### src/rtl/mdu_pkg.sv
// Shared types and constants for the RV32M multiply/divide unit.
package mdu_pkg;

   localparam int MDU_DATA_WIDTH = 32;
   localparam int MDU_ADDR_WIDTH = 5;
   localparam int MDU_ITERS      = 32;

   typedef enum logic [2:0] {
      OP_MUL    = 3'd0,
      OP_MULH   = 3'd1,
      OP_MULHSU = 3'd2,
      OP_MULHU  = 3'd3,
      OP_DIV    = 3'd4,
      OP_DIVU   = 3'd5,
      OP_REM    = 3'd6,
      OP_REMU   = 3'd7
   } mdu_op_e;

   typedef enum logic [1:0] {
      ST_IDLE,
      ST_BUSY,
      ST_FIX,
      ST_DONE
   } mdu_state_e;

   function automatic logic op_is_mul(input logic [2:0] op);
      return !op[2];
   endfunction

   // MUL takes unsigned operands: its low product word is sign-agnostic.
   function automatic logic op_a_signed(input logic [2:0] op);
      return (op == OP_MULH) || (op == OP_MULHSU) || (op == OP_DIV) || (op == OP_REM);
   endfunction

   function automatic logic op_b_signed(input logic [2:0] op);
      return (op == OP_MULH) || (op == OP_DIV) || (op == OP_REM);
   endfunction

endpackage

### src/rtl/mdu_div_core.sv
// Restoring divider on unsigned magnitudes: start loads operands, each step
// retires one quotient bit, MSB first.
module mdu_div_core
   import mdu_pkg::*;
#(
   parameter int DATA_WIDTH = MDU_DATA_WIDTH
) (
   input  logic                  clk,
   input  logic                  start,
   input  logic                  step,
   input  logic [DATA_WIDTH-1:0] dividend,
   input  logic [DATA_WIDTH-1:0] divisor,
   output logic [DATA_WIDTH-1:0] quotient,
   output logic [DATA_WIDTH-1:0] remainder
);
   localparam int W = DATA_WIDTH;

   logic [W-1:0] quo_q, rem_q, div_q;
   logic [W:0]   r_sh, r_sub;
   logic         fits;

   // r_sh never reaches 2*divisor, so the top bit of the difference is the borrow
   always_comb begin
      r_sh  = {rem_q, quo_q[W-1]};
      r_sub = r_sh - {1'b0, div_q};
      fits  = !r_sub[W];
   end

   always_ff @(posedge clk) begin
      if (start) begin
         quo_q <= dividend;
         rem_q <= '0;
         div_q <= divisor;
      end else if (step) begin
         quo_q <= {quo_q[W-2:0], fits};
         rem_q <= fits ? r_sub[W-1:0] : r_sh[W-1:0];
      end
   end

   assign quotient  = quo_q;
   assign remainder = rem_q;

endmodule

### src/rtl/mdu_unit.sv
// RV32M multiply/divide unit: 32-step iterative datapaths, one-cycle sign fix-up.
// Define MDU_FAST_MUL_EN for a single-cycle multiplier that bypasses BUSY.
module mdu_unit
   import mdu_pkg::*;
#(
   parameter int DATA_WIDTH = MDU_DATA_WIDTH,
   parameter int ADDR_WIDTH = MDU_ADDR_WIDTH
) (
   input  logic                  clk,
   input  logic                  rst_n,
   input  logic                  in_valid,
   output logic                  in_ready,
   input  logic [2:0]            op,
   input  logic [DATA_WIDTH-1:0] rs1_val,
   input  logic [DATA_WIDTH-1:0] rs2_val,
   input  logic [ADDR_WIDTH-1:0] rd_in,
   input  logic                  kill,
   output logic                  out_valid,
   input  logic                  out_ready,
   output logic [DATA_WIDTH-1:0] result,
   output logic [ADDR_WIDTH-1:0] rd_out
);
   localparam int W     = DATA_WIDTH;
   localparam int CNT_W = $clog2(MDU_ITERS);
   localparam logic [CNT_W-1:0] CNT_LAST = CNT_W'(MDU_ITERS - 1);

   function automatic logic [W-1:0] magnitude(input logic [W-1:0] x, input logic sgn);
      return (sgn && x[W-1]) ? -x : x;
   endfunction

   function automatic logic signed [W-1:0] sign_w(input logic [W-1:0] mag, input logic neg);
      logic signed [W-1:0] v;
      v = $signed(mag);
      return neg ? -v : v;
   endfunction

   function automatic logic signed [2*W-1:0] sign_2w(input logic [2*W-1:0] mag, input logic neg);
      logic signed [2*W-1:0] v;
      v = $signed(mag);
      return neg ? -v : v;
   endfunction

   mdu_state_e             state_q, state_d;
   logic [CNT_W-1:0]       cnt_q;
   logic                   accept, core_step;
   mdu_op_e                op_q;
   logic [W-1:0]           a_q, b_q;
   logic [ADDR_WIDTH-1:0]  rd_q;
   logic                   a_neg, b_neg, b_zero;
   logic [W-1:0]           in_mag_a, in_mag_b, quo, rem;
   logic [2*W-1:0]         prod_u;
   logic signed [2*W-1:0]  prod_s;
   logic signed [W-1:0]    quo_s, rem_s;
   logic [W-1:0]           fix_result;

   assign in_ready  = (state_q == ST_IDLE);
   assign out_valid = (state_q == ST_DONE);
   assign accept    = in_valid && in_ready && !kill;
   assign core_step = (state_q == ST_BUSY);
   assign in_mag_a  = magnitude(rs1_val, op_a_signed(op));
   assign in_mag_b  = magnitude(rs2_val, op_b_signed(op));

   assign a_neg  = op_a_signed(op_q) && a_q[W-1];
   assign b_neg  = op_b_signed(op_q) && b_q[W-1];
   assign b_zero = (b_q == '0);

   mdu_div_core #(
      .DATA_WIDTH (W)
   ) u_div (
      .clk       (clk),
      .start     (accept),
      .step      (core_step),
      .dividend  (in_mag_a),
      .divisor   (in_mag_b),
      .quotient  (quo),
      .remainder (rem)
   );

`ifdef MDU_FAST_MUL_EN
   localparam logic FAST_MUL = 1'b1;

   assign prod_u = (2*W)'(magnitude(a_q, op_a_signed(op_q))) *
                   (2*W)'(magnitude(b_q, op_b_signed(op_q)));
`else
   localparam logic FAST_MUL = 1'b0;

   logic [2*W-1:0] mul_acc_q;
   logic [W-1:0]   mul_mcand_q;
   logic [W:0]     mul_sum;

   // {hi, lo}: lo starts as the multiplier and drains out as hi accumulates
   always_comb mul_sum = {1'b0, mul_acc_q[2*W-1:W]} + (mul_acc_q[0] ? {1'b0, mul_mcand_q} : '0);

   always_ff @(posedge clk) begin
      if (accept) begin
         mul_acc_q   <= {{W{1'b0}}, in_mag_b};
         mul_mcand_q <= in_mag_a;
      end else if (core_step) begin
         mul_acc_q   <= {mul_sum, mul_acc_q[W-1:1]};
      end
   end

   assign prod_u = mul_acc_q;
`endif

   always_comb begin
      state_d = state_q;
      case (state_q)
         ST_IDLE: if (in_valid) state_d = (FAST_MUL && op_is_mul(op)) ? ST_FIX : ST_BUSY;
         ST_BUSY: if (cnt_q == CNT_LAST) state_d = ST_FIX;
         ST_FIX:  state_d = ST_DONE;
         ST_DONE: if (out_ready) state_d = ST_IDLE;
         default: state_d = ST_IDLE;
      endcase
      if (kill) state_d = ST_IDLE;
   end

   // Divide by zero bypasses the magnitude path; overflow falls out naturally.
   always_comb begin
      prod_s     = sign_2w(prod_u, a_neg ^ b_neg);
      quo_s      = sign_w(quo, a_neg ^ b_neg);
      rem_s      = sign_w(rem, a_neg);
      fix_result = '0;
      case (op_q)
         OP_MUL:                       fix_result = prod_s[W-1:0];
         OP_MULH, OP_MULHSU, OP_MULHU: fix_result = prod_s[2*W-1:W];
         OP_DIV, OP_DIVU:              fix_result = b_zero ? '1 : quo_s;
         default:                      fix_result = b_zero ? a_q : rem_s;
      endcase
   end

   always_ff @(posedge clk) begin
      if (accept) begin
         op_q <= mdu_op_e'(op);
         a_q  <= rs1_val;
         b_q  <= rs2_val;
         rd_q <= rd_in;
      end
   end

   always_ff @(posedge clk or negedge rst_n) begin
      if (!rst_n) begin
         state_q <= ST_IDLE;
         cnt_q   <= '0;
         result  <= '0;
         rd_out  <= '0;
      end else begin
         state_q <= state_d;
         cnt_q   <= (state_q == ST_BUSY && state_d == ST_BUSY) ? cnt_q + 1'b1 : '0;
         if (state_q == ST_FIX && !kill) begin
            result <= fix_result;
            rd_out <= rd_q;
         end
      end
   end

endmodule

### config.mk
export PLATFORM = sky130hd
export DESIGN_NAME = mdu_unit
export DESIGN_NICKNAME = d
export VERILOG_FILES = /design/src/rtl/mdu_pkg.sv /design/src/rtl/mdu_div_core.sv /design/src/rtl/mdu_unit.sv
export SDC_FILE = /design/constraint.sdc
export NUM_CORES = 1
export LEC_CHECK = 0
export CORE_ASPECT_RATIO = 0.5
export CORE_MARGIN = 8
export CORE_UTILIZATION = 30
export DETAILED_ROUTE_END_ITERATION = 8
export HOLD_SLACK_MARGIN = 0.1
export SETUP_SLACK_MARGIN = 0.02
export SYNTH_ARGS = -nofsm -noshare
export SYNTH_HDL_FRONTEND = slang
export SYNTH_SLANG_ARGS = --single-unit
### constraint.sdc
create_clock -name clk -period 7 [get_ports clk]
set_input_delay 0.7 -clock clk [delete_from_list [all_inputs] [get_ports clk]]
set_output_delay 0.7 -clock clk [all_outputs]
set_load 0.02 [all_outputs]
**Yosys cells after proc, flatten, opt, wreduce, memory -nomap -nowiden**

Cells that the tools add are included.

- Flip-flop bits (word level): 308
- Output and inout port bits: 39
- Logic and storage cells: 84

- Add/sub/neg operators: 8
- Equality and inequality tests: 15
- Mux-type cells: 20
- Bitwise logic cells: 1
- Reductions and logical operators: 26

Operators with widths:

| cell | number |
|---|---|
| 32-bit 2-to-1 mux | 12 |
| 32-bit negator | 4 |
| 32-bit case mux with 3 select lines | 1 |
| 64-bit 2-to-1 mux | 1 |
| 64-bit negator | 1 |
| 32-bit by 32-bit adder with 33-bit output | 1 |
| 33-bit by 32-bit subtractor with 33-bit output | 1 |
| 32-bit logical NOT | 1 |
| 3-bit == test (second input constant) | 5 |
| 1-bit logical OR | 10 |
| 3-bit by 2-bit == test with 1-bit output (second input constant) | 3 |
| 1-bit logical AND | 8 |
| 2-bit 2-to-1 mux | 4 |
| 2-bit case mux with 4 select lines | 1 |
| 3-bit by 1-bit == test with 1-bit output (second input constant) | 2 |
| 5-bit by 1-bit adder with 5-bit output (second input constant) | 1 |
| 5-bit == test (second input constant) | 1 |
| 5-bit 2-to-1 mux | 1 |
| 2-bit by 1-bit == test with 1-bit output (second input constant) | 2 |
| 2-bit == test (second input constant) | 2 |
| 3-bit logical NOT | 1 |
| 3-bit OR reduction | 1 |
| 1-bit logical NOT | 2 |
| 2-bit logical NOT | 1 |
| other kinds (3) | 3 |

**Depth between registers and ports, before layout**

Gate-level depths: netlist of run 1.

- Depth in word-level cells: 9
- Mapped depth: 13

**Hierarchy**

From an unflattened synthesis of run 1, not the netlist that was laid out.

- Cells, all modules: 2,138
- Area, all modules: 19,836.5 um^2

By module, submodules not included:

| module | times used | cells an instance | area each (um^2) |
|---|---|---|---|
| mdu_unit | 1 | 1,546 | 14,027.2 |
| mdu_div_core | 1 | 592 | 5,809.3 |

**Least setup slack after synthesis of run 1**

Ideal clock, no wire load.

- Kind: reg-to-reg
- Start point: register state_q[0]
- End point: register a_q[10] (enable)
- Library setup time: 550 ps
- Arrival: 5,324 ps
- Data required time: 6,450 ps
- Path slack: 1,125 ps
- Cell stages (with the launch flop): 7
- Path buffers: 3
- Period minus slack after synthesis: 5,875 ps
- Cells stage by stage: dfrtp_1 -> clkbuf_1 -> nor2_1 -> nand3b_1 -> inv_1 -> clkbuf_1 -> clkbuf_1

- Cells in the longest elaborated chain, start to end: 3

RTL lines:

| element | RTL line | RTL |
|---|---|---|
| start, declared | mdu_unit.sv:43 | `mdu_state_e state_q, state_d;` |
| start signal, assigned | mdu_unit.sv:148 | `state_q <= state_d;` |
| 2-bit logical NOT | mdu_unit.sv:56 | `assign in_ready = (state_q == ST_IDLE);` |
| net in_ready | mdu_unit.sv:12 | `output logic in_ready,` |
| 1-bit logical AND (2 in a row) | mdu_unit.sv:58 | `assign accept = in_valid && in_ready && !kill;` |
| net accept | mdu_unit.sv:45 | `logic accept, core_step;` |
| end signal, assigned | mdu_unit.sv:135 | `a_q <= rs1_val;` |
| end, declared | mdu_unit.sv:47 | `logic [W-1:0] a_q, b_q;` |

The timed path passes the listed nets, and every way through them passes these cells.
A chain may end at the register's enable or synchronous reset.

**Final worst setup path of run 1**

- Start point: register mul_acc_q[0]
- End point: register mul_acc_q[55]

- Cells in the longest elaborated chain, start to end: 2

RTL lines:

| element | RTL line | RTL |
|---|---|---|
| start, declared | mdu_unit.sv:87 | `logic [2*W-1:0] mul_acc_q;` |
| start signal, assigned | mdu_unit.sv:96 | `mul_acc_q <= {{W{1'b0}}, in_mag_b};` |
| start signal, assigned | mdu_unit.sv:99 | `mul_acc_q <= {mul_sum, mul_acc_q[W-1:1]};` |
| 32-bit 2-to-1 mux | mdu_unit.sv:92 | `always_comb mul_sum = {1'b0, mul_acc_q[2*W-1:W]} + (mul_acc_q[0] ? {1'b0, mul_mcand_q} : '0);` |
| 32-bit by 32-bit adder with 33-bit output | mdu_unit.sv:92 |  |

No other way between the ends.

==> results of run 1 <==
[layer usage]
metal / share of wire [%] / vias up / track usage (%) / wire length (µm)
li1: - / 7891 / - / -
met1: 45 / 7998 / 22.38 / 28030
met2: 45 / 560 / 26.22 / 28260
met3: 7.2 / 90 / 2.893 / 4479
met4: 3.0 / 0 / 4.732 / 1853
met5: 0 / - / 0 / 0
[state kept, by name, indices dropped and copies added, names as in the netlist]
| register | flops |
|---|---|
| rd_out | 5 |
| state_q | 2 |
| op_q | 3 |
| u_div.div_q | 32 |
| b_q | 31 |
| result | 32 |
| mul_acc_q | 64 |
| mul_mcand_q | 32 |
| a_q | 31 |
| u_div.quotient | 32 |
| u_div.remainder | 32 |
| rd_q | 5 |
| cnt_q | 5 |
[power by group through the flow]
stage	sequential (mW)	clock [mW]	combinational, mW
floorplan	2.53	0	1.85
global placement	2.68	0	2.45
detailed placement	2.68	0	2.47
CTS	2.64	1.84	2.48
global route	2.69	1.91	2.76
finish	2.65	1.80	2.50
[layout make-up]
class	instances	area, µm²
flip-flops and latches	306	8328
repair buffers	136	1304
clock buffers	34	797.0
multi-input cells	1653	10220
inverters	75	289.0
fillers	6439	40920
well taps	837	1047
clock inverters	24	290.3
[placed cells by master (no fill, tap or decap), types with 9 or more instances in the layout]
master,synthesis,routed
a211oi_1,16,16
a21o_1,31,31
a21oi_1,136,136
a221oi_1,12,12
a31oi_1,12,12
and2_1,48,47
and3_1,15,15
buf_4,1,21
clkbuf_16,0,31
clkdlybuf4s50_1,0,114
dfrtp_1,44,44
dfxtp_1,64,64
edfxtp_1,198,198
ha_1,71,71
inv_1,75,73
mux2_2,9,9
mux2i_1,25,25
nand2_1,333,332
nand2b_1,14,13
nand3_1,49,49
nand4_1,15,15
nor2_1,155,153
nor3_1,46,45
nor4_1,33,33
o211ai_1,12,12
o21a_1,10,10
o21ai_0,197,196
o21bai_1,11,11
o311ai_0,10,10
o31ai_1,31,31
o41ai_1,15,15
or3_1,25,25
or4_1,19,19
xnor2_1,90,90
xor2_1,108,107
[cell families (layout without fill, tap and decap cells)]
logic type                 after synthesis  after routing  share of synthesized area (%)
DFF                                    306            306                          43.33
xor gates and xnor gates               198            198                          9.022
AOI/OAI and AO/OA                      560            560                          18.23
adders and majority gates               73             73                          4.830
and+or+nand+nor                        788            788                          19.01
buffers and inverters                  178            269                          3.750
muxes                                   34             34                          1.829
[worst reg2reg max path: cells and delay by family, from the launching register on]
kind            cells  cell delay, ns
compound gates      9            2.55
flops               1            0.82
fa+ha+maj           2            0.64
simple gates        1            0.34
[worst min path at each step]
| stage | startpoint | to | slack (ns) | cells after the start |
|---|---|---|---|---|
| final | rst_n | result[1] | 0.26 | 2 |
| after CTS | rst_n | result[1] | 0.25 | 2 |
| after floorplan | rst_n | cnt_q[0] | 0.40 | 0 |
| after global placement | rd_q[0] | rd_out[0] | 0.42 | 2 |
| after global routing | rst_n | result[1] | 0.28 | 2 |
| after detailed placement | rd_q[3] | rd_out[3] | 0.42 | 2 |
[stage by stage]
step	setup WS (ns)	total power [mW]	area, µm²	cells
6_report	2.544	6.951	22280	3065
3_5_place_dp	2.743	5.145	21190	3007
5_1_grt	2.352	7.362	22280	3065
3_3_place_gp	2.879	5.123	21190	3007
4_1_cts	2.660	6.966	22280	3065
2_1_floorplan	1.125	4.377	19220	2137
==> results.sh, run 1 <==
export IMPL_syn_cell_area_um2=19220
export IMPL_cts_buffers=31
export IMPL_synth_top_area_share_pct=30.93
export IMPL_finClkSkew_ns=0.02032
export IMPL_drive_above_1_share_pct=4.982
export IMPL_cts_tree="yes"
export IMPL_grt_max_degree=82
export IMPL_antenna_found_initial=0
export IMPL_cts_buffer_depth=3
export IMPL_postCtsResizedCells=0
export IMPL_fin_util_pct=35.25
export IMPL_min_period_ns=4.456
export IMPL_nNetsFinal=2353
export IMPL_synth_cells=2137
export IMPL_cp_num_buf_inv=0
export IMPL_drv_cap=0
export IMPL_max_freq_mhz=224.4
export IMPL_clock_sinks=306
export IMPL_rrSetupSlack_ns=2.54
export IMPL_hold_ws_ns=0.2575
export IMPL_synth_common_cells="nand2_1, edfxtp_1, o21ai_0"
export IMPL_core_area_um2=63190
export IMPL_crit_path_end="mul_acc_q[55]"
export IMPL_grt_remaining_overflow=0
export IMPL_dr_total_vias=16540
export IMPL_vias_per_cell=5.396
export IMPL_final_max_slew_viol_count=0
export IMPL_yosys_area_top_type="edfxtp_1"
export IMPL_swShare_pct=38.34
export IMPL_grt_pass1_wl_um=94640
export IMPL_portBuffers=115
export IMPL_track_usage_pct=16.30
export IMPL_hold_path_class="in -> async"
export IMPL_synth_area_leaders="edfxtp_1, dfxtp_1, nand2_1"
export IMPL_r2r_start="mul_acc_q[0]"
export IMPL_yosysWarnings=0
export IMPL_relSlewSlack_pct=19.74
export IMPL_root_buffer="clkbuf_16"
export IMPL_rsz0062_at_grt="no"
export IMPL_drc=0
export IMPL_required_ns=7.50
export IMPL_crit_slowest_cell="edfxtp_1"
export IMPL_syn_to_final_growth_pct=15.89
export IMPL_peakVddDrop_v=0.0002047
export IMPL_h_tree_depth=1
export IMPL_intPower_mw=4.286
export IMPL_ant_nets=0
export IMPL_start_util_pct=30.42
export IMPL_finalSetupTns_ns=0
export IMPL_postCtsSetupBuffers=0
export IMPL_syn_nets=2287
export IMPL_max_stage_delay_ns=0.82
export IMPL_fin_crit_sh_pct=63.65
export IMPL_run_status="finished clean"
export IMPL_tightest_slew_ns=1.193
export IMPL_hold_buffers=0
export IMPL_combPwrFrac_pct=36.0
export IMPL_p_clk_share_pct=25.9
export IMPL_setup_worst_path_end_class="flip-flop"
export IMPL_routed_wirelength_um=62630
export IMPL_p_sw_mw=2.665
export IMPL_synth_edf_count=198
export IMPL_synth_distinct_cells=75
export IMPL_io_pins=116
export IMPL_power_leakage_nw=8.663
export IMPL_dieArea_um2=72920
export IMPL_r2r_end="mul_acc_q[55]"
export IMPL_place_hpwl_um=47580
export IMPL_die_h_um=195.0
export IMPL_synth_async_sr_flop_share_pct=14.38
export IMPL_die_w_um=374.0
export IMPL_gp_congestion=0.9814
export IMPL_wire_per_inst_um=20.43
export IMPL_rows=65
export IMPL_path_class="reg -> reg"
export IMPL_syn_area_per_cell_um2=8.994
export IMPL_path_cells="and2_1 -> ha_1 -> fa_1 -> a21o_1 -> a41oi_1 -> a21oi_1 -> o21ai_0 -> a21boi_0 -> o21ai_0 -> a21boi_0 -> o21a_1 -> o31ai_1"
export IMPL_critical_path_top_delay_family="compound AO/OA/AOI/OAI gates"
export IMPL_arrival_ns=4.96
export IMPL_drtPass1Iterations=5
export IMPL_synth_ff_type="edfxtp_1"
export IMPL_startpoint_type="flip-flop"
export IMPL_synth_most_common_cell="nand2_1"
export IMPL_drt_initial_drc_count=1794
export IMPL_setup_viol=0
export IMPL_sequentialPowerShare_pct=38.1
export IMPL_grt_pass1_vias=15550
export IMPL_num_antenna_cells=0
export IMPL_path_clk_slew_ns=0.07
export IMPL_path_max_fanout=35
export IMPL_insertion_delay_ns=0.61
export IMPL_final_hold_viol_count=0
export IMPL_crit_cells=12
export IMPL_rr_worst_depth=12
export IMPL_critPathLaunch="mul_acc_q[0]"
export IMPL_p_per_area_nw_per_um2=312.1
export IMPL_ys_ff_latch=306
export IMPL_synth_seq_area_share_pct=43.33
Power figures use the tool's default switching activity.
==> run 2, diff against run 1 <==
==> constraint.sdc (replaced) <==
create_clock -name clk -period 4.3 [get_ports clk]
set_input_delay 0.43 -clock clk [delete_from_list [all_inputs] [get_ports clk]]
set_output_delay 0.43 -clock clk [all_outputs]
set_load 0.02 [all_outputs]
==> run 2 against run 1 <==
Net effect: largest power group unchanged; register-to-register slack got worse by 2.0 ns; highest routed layer unchanged; critical path depth down 4; cell count up 0.78%; clock skew up 0.013 ns; sequential power rose by 62%.
==> results.sh, run 2 (synthesized netlist as in run 1, its figures left out) <==
export IMPL_run_status="finished clean"
export IMPL_start_util_pct=30.42
export IMPL_n_fill_cell=6404
export IMPL_dr_total_vias=16610
export IMPL_path_max_fanout=6
export IMPL_layout_commonest_cell="nand2_1"
export IMPL_vias_per_cell=5.377
export IMPL_grt_pass1_wl_um=95250
export IMPL_drc=0
export IMPL_drtPass1Iterations=6
export IMPL_postCtsResizedCells=0
export IMPL_arrival_ns=4.22
export IMPL_finClkSkew_ns=0.03360
export IMPL_min_from="rd_q[1]"
export IMPL_die_w_um=374.0
export IMPL_root_buffer="clkbuf_16"
export IMPL_core_area_um2=63190
export IMPL_grt_remaining_overflow=0
export IMPL_cts_buffers=35
export IMPL_largest_register_ffs=64
export IMPL_hold_path_class="reg -> reg"
export IMPL_multiInputGateArea_um2=10220
export IMPL_place_hpwl_um=47960
export IMPL_gp_congestion=0.9596
export IMPL_setup_ws_ns=0.5352
export IMPL_dieArea_um2=72920
export IMPL_hold_end="rd_out[1]"
export IMPL_relSlewSlack_pct=28.42
export IMPL_syn_to_final_growth_pct=17.37
export IMPL_final_max_slew_viol_count=0
export IMPL_required_ns=4.76
export IMPL_startpoint_type="flip-flop"
export IMPL_setup_worst_path_end_class="flip-flop"
export IMPL_drv_cap=0
export IMPL_path_clk_slew_ns=0.06
export IMPL_grt_pass1_vias=15610
export IMPL_grt_max_degree=86
export IMPL_path_class="reg -> reg"
export IMPL_insertion_delay_ns=0.55
export IMPL_die_h_um=195.0
export IMPL_tightest_slew_ns=1.074
export IMPL_min_period_ns=3.765
export IMPL_rrSetupSlack_ns=0.54
export IMPL_nNetsFinal=2375
export IMPL_drt_initial_drc_count=1512
export IMPL_routed_wirelength_um=62890
export IMPL_clock_sinks=306
export IMPL_place_ws_ns=0.5571
export IMPL_rr_worst_depth=8
export IMPL_setup_viol=0
export IMPL_max_freq_mhz=265.6
export IMPL_power_leakage_nw=8.828
export IMPL_drive_above_1_share_pct=5.684
export IMPL_ant_nets=0
export IMPL_top_register="mul_acc_q"
export IMPL_antenna_found_initial=0
export IMPL_portBuffers=115
export IMPL_r2r_end="result[14]"
export IMPL_fin_crit_sh_pct=87.55
export IMPL_cts_buffer_depth=3
export IMPL_p_per_area_nw_per_um2=509.6
export IMPL_r2r_start="mul_acc_q[13]"
export IMPL_h_tree_depth=2
export IMPL_layout_common_cells="nand2_1, edfxtp_1, o21ai_0"
export IMPL_hold_ws_ns=0.4351
export IMPL_finalSetupTns_ns=0
export IMPL_rows=65
export IMPL_io_pins=116
export IMPL_seq_area_um2=8328
export IMPL_hold_depth=2
export IMPL_track_usage_pct=16.47
export IMPL_rsz0062_at_grt="no"
export IMPL_peakVddDrop_v=0.0002271
export IMPL_final_hold_viol_count=0
export IMPL_num_antenna_cells=0
export IMPL_cts_tree="yes"
export IMPL_wire_per_inst_um=20.36
-- run 2: changes by cell type in the layout (fill, tap and decap cells not counted), moves of 2 or more --
cell,before,now
buf_12,0,5
buf_4,21,33
bufinv_16,5,2
clkbuf_1,2,6
clkbuf_16,31,37
clkbuf_8,1,4
clkinv_1,1,3
clkinv_2,6,3
clkinv_4,1,4
clkinvlp_4,8,3
-- run 2: timing repair --
action,in CTS,in global routing
endpoints found under the hold margin,32,0
setup buffers,0,0
hold buffers,1,0
-- run 2: report_power, final --
part	total (mW)	internal [mW]	switching, mW
combinational	4.12	1.73	2.39
clock	3.08	1.78	1.30
sequential	4.29	3.63	0.668
-- run 2: final cells by class --
cell class	instances	share of cell area, %
clock buffers	47	4.448
clock inverters	17	0.7487
well taps	837	4.642
inverters	75	1.281
repair buffers	154	6.666
flip-flops and latches	306	36.91
multi-input cells	1653	45.30
-- run 2: routing by layer --
layer	vias to the layer above	track usage, %	part of all wire, %
met1	7975	22.27	43
met2	618	26.59	46
met3	89	3.489	8.3
met4	0	4.562	2.7
li1	7929	-	-
met5	-	0	0
-- run 2: how the worst max path moves through the flow --
stage,end,from,cells after the start,slack (ns)
global route,mul_acc_q[55],mul_acc_q[0],12,0.26
global placement,u_div.remainder[3],u_div.quotient[31],13,0.68
floorplan,a_q[10],state_q[0],6,0.53
finish,result[14],mul_acc_q[13],8,0.54
detailed placement,u_div.quotient[29],rs1_val[10],10,0.56
CTS,mul_acc_q[55],mul_acc_q[0],12,0.59
-- run 2: stage by stage --
| step | cells | total power, mW | instance area [µm²] | utilization [%] |
|---|---|---|---|---|
| after floorplan | 2137 | 7.119 | 19220 | - |
| after global placement | 3024 | 8.345 | 21380 | 33.83 |
| after detailed placement | 3024 | 8.395 | 21380 | 33.83 |
| after CTS | 3089 | 11.51 | 22560 | 35.70 |
| after global routing | 3089 | 12.17 | 22560 | 35.70 |
| final | 3089 | 11.50 | 22560 | 35.70 |
-- run 2: critical path, cell delays in order, from the launching register on --
cell       delay, ns
edfxtp_1        0.43
nor4_1          0.66
nand4_1         0.35
nor3_1          0.51
nand2_1         0.33
nand2_1         0.34
xor2_1          0.12
o2111ai_1       0.72
o21a_1          0.21
==> run 3, diff against run 2 <==
--- a/config.mk
+++ b/config.mk
@@ -5,6 +5,7 @@
 export SDC_FILE = /design/constraint.sdc
 export NUM_CORES = 1
 export LEC_CHECK = 0
+export ABC_AREA = 1
 export CORE_ASPECT_RATIO = 0.5
 export CORE_MARGIN = 8
 export CORE_UTILIZATION = 30
==> run 3 against run 2 <==
Net effect: hold slack got worse by 0.015 ns; clock skew decreased by 0.0097 ns; core utilization decreased by 0.85 points; global-route usage increased by 5.0 points; fmax increased by 6.2%; final area increased by 15%; clock power about the same; worst setup slack improved by 0.22 ns; synthesized area increased by 17%; register-to-register slack improved by 0.22 ns; cell count increased by 47%; synthesized cell count increased by 59%; critical path type unchanged.
==> results.sh, run 3 <==
export IMPL_hold_end="rd_q[3]"
export IMPL_path_max_fanout=33
export IMPL_drv_cap=0
export IMPL_fin_crit_sh_pct=82.46
export IMPL_synth_area_leaders="edfxtp_1, nand2_1, nor2_1"
export IMPL_path_class="reg -> reg"
export IMPL_portBuffers=115
export IMPL_track_usage_pct=21.46
export IMPL_power_leakage_nw=11.93
export IMPL_final_max_slew_viol_count=0
export IMPL_core_area_um2=74710
export IMPL_die_w_um=403.5
export IMPL_tightest_slew_ns=0.8285
export IMPL_required_ns=4.76
export IMPL_synth_ff_type="edfxtp_1"
export IMPL_n_fill_cell=8146
export IMPL_syn_nets=3556
export IMPL_synth_edf_count=198
export IMPL_synth_seq_area_share_pct=36.97
export IMPL_ant_nets=0
export IMPL_dp_cells=4492
export IMPL_die_h_um=209.8
export IMPL_arrival_ns=4.00
export IMPL_drc=0
export IMPL_cp_num_buf_inv=1
export IMPL_h_tree_depth=2
export IMPL_syn_cell_area_um2=22530
export IMPL_min_from="rd_in[3]"
export IMPL_p_per_area_nw_per_um2=526.0
export IMPL_hold_ws_ns=0.4202
export IMPL_gp_congestion=1.013
export IMPL_final_cell_area_um2=26040
export IMPL_drive_above_1_share_pct=4.048
export IMPL_setup_viol=0
export IMPL_dr_total_vias=22920
export IMPL_yosysWarnings=0
export IMPL_r2r_end="u_div.remainder[17]"
export IMPL_path_cells="ha_1 -> fa_1 -> inv_1 -> nand2_1 -> o21ai_2 -> nand2_1 -> nand2_1 -> nand2_1 -> nand2_1 -> nand2_1 -> nand2_1 -> nand2_2 -> nand2_2 -> nand2_1 -> nand3_1 -> nand2_1"
export IMPL_hold_path_class="in -> reg"
export IMPL_clock_sinks=306
export IMPL_grt_remaining_overflow=0
export IMPL_min_period_ns=3.546
export IMPL_wire_per_inst_um=20.57
export IMPL_dieArea_um2=84650
export IMPL_hold_depth=1
export IMPL_top_register="mul_acc_q"
export IMPL_peakVddDrop_v=0.0002814
export IMPL_finClkSkew_ns=0.02389
export IMPL_cts_buffers=35
export IMPL_synth_top_area_share_pct=26.39
export IMPL_cts_buffer_depth=3
export IMPL_vias_per_cell=5.031
export IMPL_yosys_area_top_type="edfxtp_1"
export IMPL_final_hold_viol_count=0
export IMPL_place_hpwl_um=75040
export IMPL_postCtsResizedCells=0
export IMPL_routed_wirelength_um=93690
export IMPL_synth_common_cells="nand2_1, nor2_1, inv_1"
export IMPL_max_freq_mhz=282.0
export IMPL_total_power_mw=13.70
export IMPL_path_clk_slew_ns=0.06
export IMPL_setup_worst_path_end_class="flip-flop"
export IMPL_root_buffer="clkbuf_16"
export IMPL_critical_path_top_delay_family="simple AND/OR/NAND/NOR gates"
export IMPL_grt_pass1_vias=21790
export IMPL_rrSetupSlack_ns=0.75
export IMPL_layout_commonest_cell="nand2_1"
export IMPL_rows=71
export IMPL_synth_most_common_cell="nand2_1"
export IMPL_start_util_pct=30.15
export IMPL_cp_common_cell="nand2_1"
export IMPL_syn_to_final_growth_pct=15.59
export IMPL_rr_worst_depth=16
export IMPL_cts_tree="yes"
export IMPL_max_stage_delay_ns=0.67
export IMPL_antenna_found_initial=0
export IMPL_drtPass1Iterations=6
export IMPL_rsz0062_at_grt="no"
export IMPL_r2r_start="u_div.div_q[0]"
export IMPL_final_cells=4555
export IMPL_startpoint_type="flip-flop"
export IMPL_layout_common_cells="nand2_1, nor2_1, inv_1"
export IMPL_synth_cells=3406
export IMPL_io_pins=116
export IMPL_nNetsFinal=3658
export IMPL_synth_async_sr_flop_share_pct=14.38
export IMPL_crit_slowest_cell="nand2_2"
export IMPL_ys_ff_latch=306
export IMPL_relSlewSlack_pct=44.63
export IMPL_grt_max_degree=109
export IMPL_hold_buffers=1
export IMPL_postCtsSetupBuffers=0
export IMPL_drt_initial_drc_count=2723
export IMPL_insertion_delay_ns=0.57
export IMPL_syn_area_per_cell_um2=6.614
export IMPL_place_area_um2=24900
export IMPL_finalSetupTns_ns=0
export IMPL_run_status="finished clean"
export IMPL_grt_pass1_wl_um=139100
export IMPL_synth_distinct_cells=47
export IMPL_num_antenna_cells=0
export IMPL_largest_register_ffs=64
run 3: cell count changes in the layout (fill, tap and decap cells not counted), moves of 45 or more:
cell     previous run  this run
nand2_1           332      1053
inv_1              73       431
nor2_1            153       498
nand3_1            49       293
xnor2_1            90        15
and2_1             47         2
run 3: how the worst max path moves through the flow:
stage / startpoint / to / slack (ns) / cells after the start
final: u_div.div_q[0] / u_div.remainder[17] / 0.75 / 16
after global routing: u_div.quotient[31] / u_div.remainder[27] / 0.46 / 18
after detailed placement: u_div.div_q[0] / u_div.remainder[17] / 0.77 / 16
after global placement: u_div.div_q[0] / u_div.remainder[25] / 0.80 / 17
after CTS: u_div.div_q[0] / u_div.remainder[17] / 0.74 / 16
after floorplan: state_q[1] / u_div.quotient[27] / 0.67 / 6
run 3: stage by stage:
stage          worst slack (ns)  utilization, %
3_3_place_gp             0.7986           33.32
5_1_grt                  0.4624           34.85
4_1_cts                  0.7354           34.85
2_1_floorplan            0.6680               -
6_report                 0.7542           34.85
3_5_place_dp             0.7706           33.32
run 3: per-layer routing:
metal	global-route usage [%]	part of all wire, %
met4	8.060	4.0
met2	32.90	42
met3	3.175	7.5
met5	0	0
met1	30.42	46
run 3: cell families (layout without fill, tap and decap cells):
| family | count (synthesis) | after routing | synth area share (%) |
|---|---|---|---|
| compound gates | 428 | 428 | 10.05 |
| xor+xnor | 94 | 94 | 3.655 |
| fa+ha+maj | 73 | 73 | 4.121 |
| buf+inv | 526 | 653 | 9.159 |
| flops | 306 | 306 | 36.97 |
| simple gates | 1979 | 1979 | 36.05 |
run 3: report_power, final:
part | internal, mW | leakage [nW] | switching [mW]
Sequential | 3.66 | 2.97 | 0.798
Combinational | 1.92 | 8.41 | 4.21
Clock | 1.76 | 0.554 | 1.35
run 3: layout make-up:
| class | count | area (µm²) | share of cell area, % |
|---|---|---|---|
| Multi-Input combinational cell | 2574 | 12160 | 46.68 |
| Sequential cell | 306 | 8328 | 31.98 |
| Inverter | 436 | 1644 | 6.314 |
| Timing Repair Buffer | 155 | 1499 | 5.756 |
| Tap cell | 1022 | 1279 | 4.911 |
| Clock buffer | 44 | 950.9 | 3.652 |
| Clock inverter | 18 | 182.7 | 0.7015 |
run 3: worst reg2reg max path: stages (launching register included):
cell      delay [ns]
edfxtp_1        0.41
ha_1            0.25
fa_1            0.43
inv_1           0.10
nand2_1         0.08
o21ai_2         0.22
nand2_1         0.08
nand2_1         0.14
nand2_1         0.07
nand2_1         0.10
nand2_1         0.10
nand2_1         0.09
nand2_2         0.37
nand2_2         0.68
nand2_1         0.16
nand3_1         0.10
nand2_1         0.05
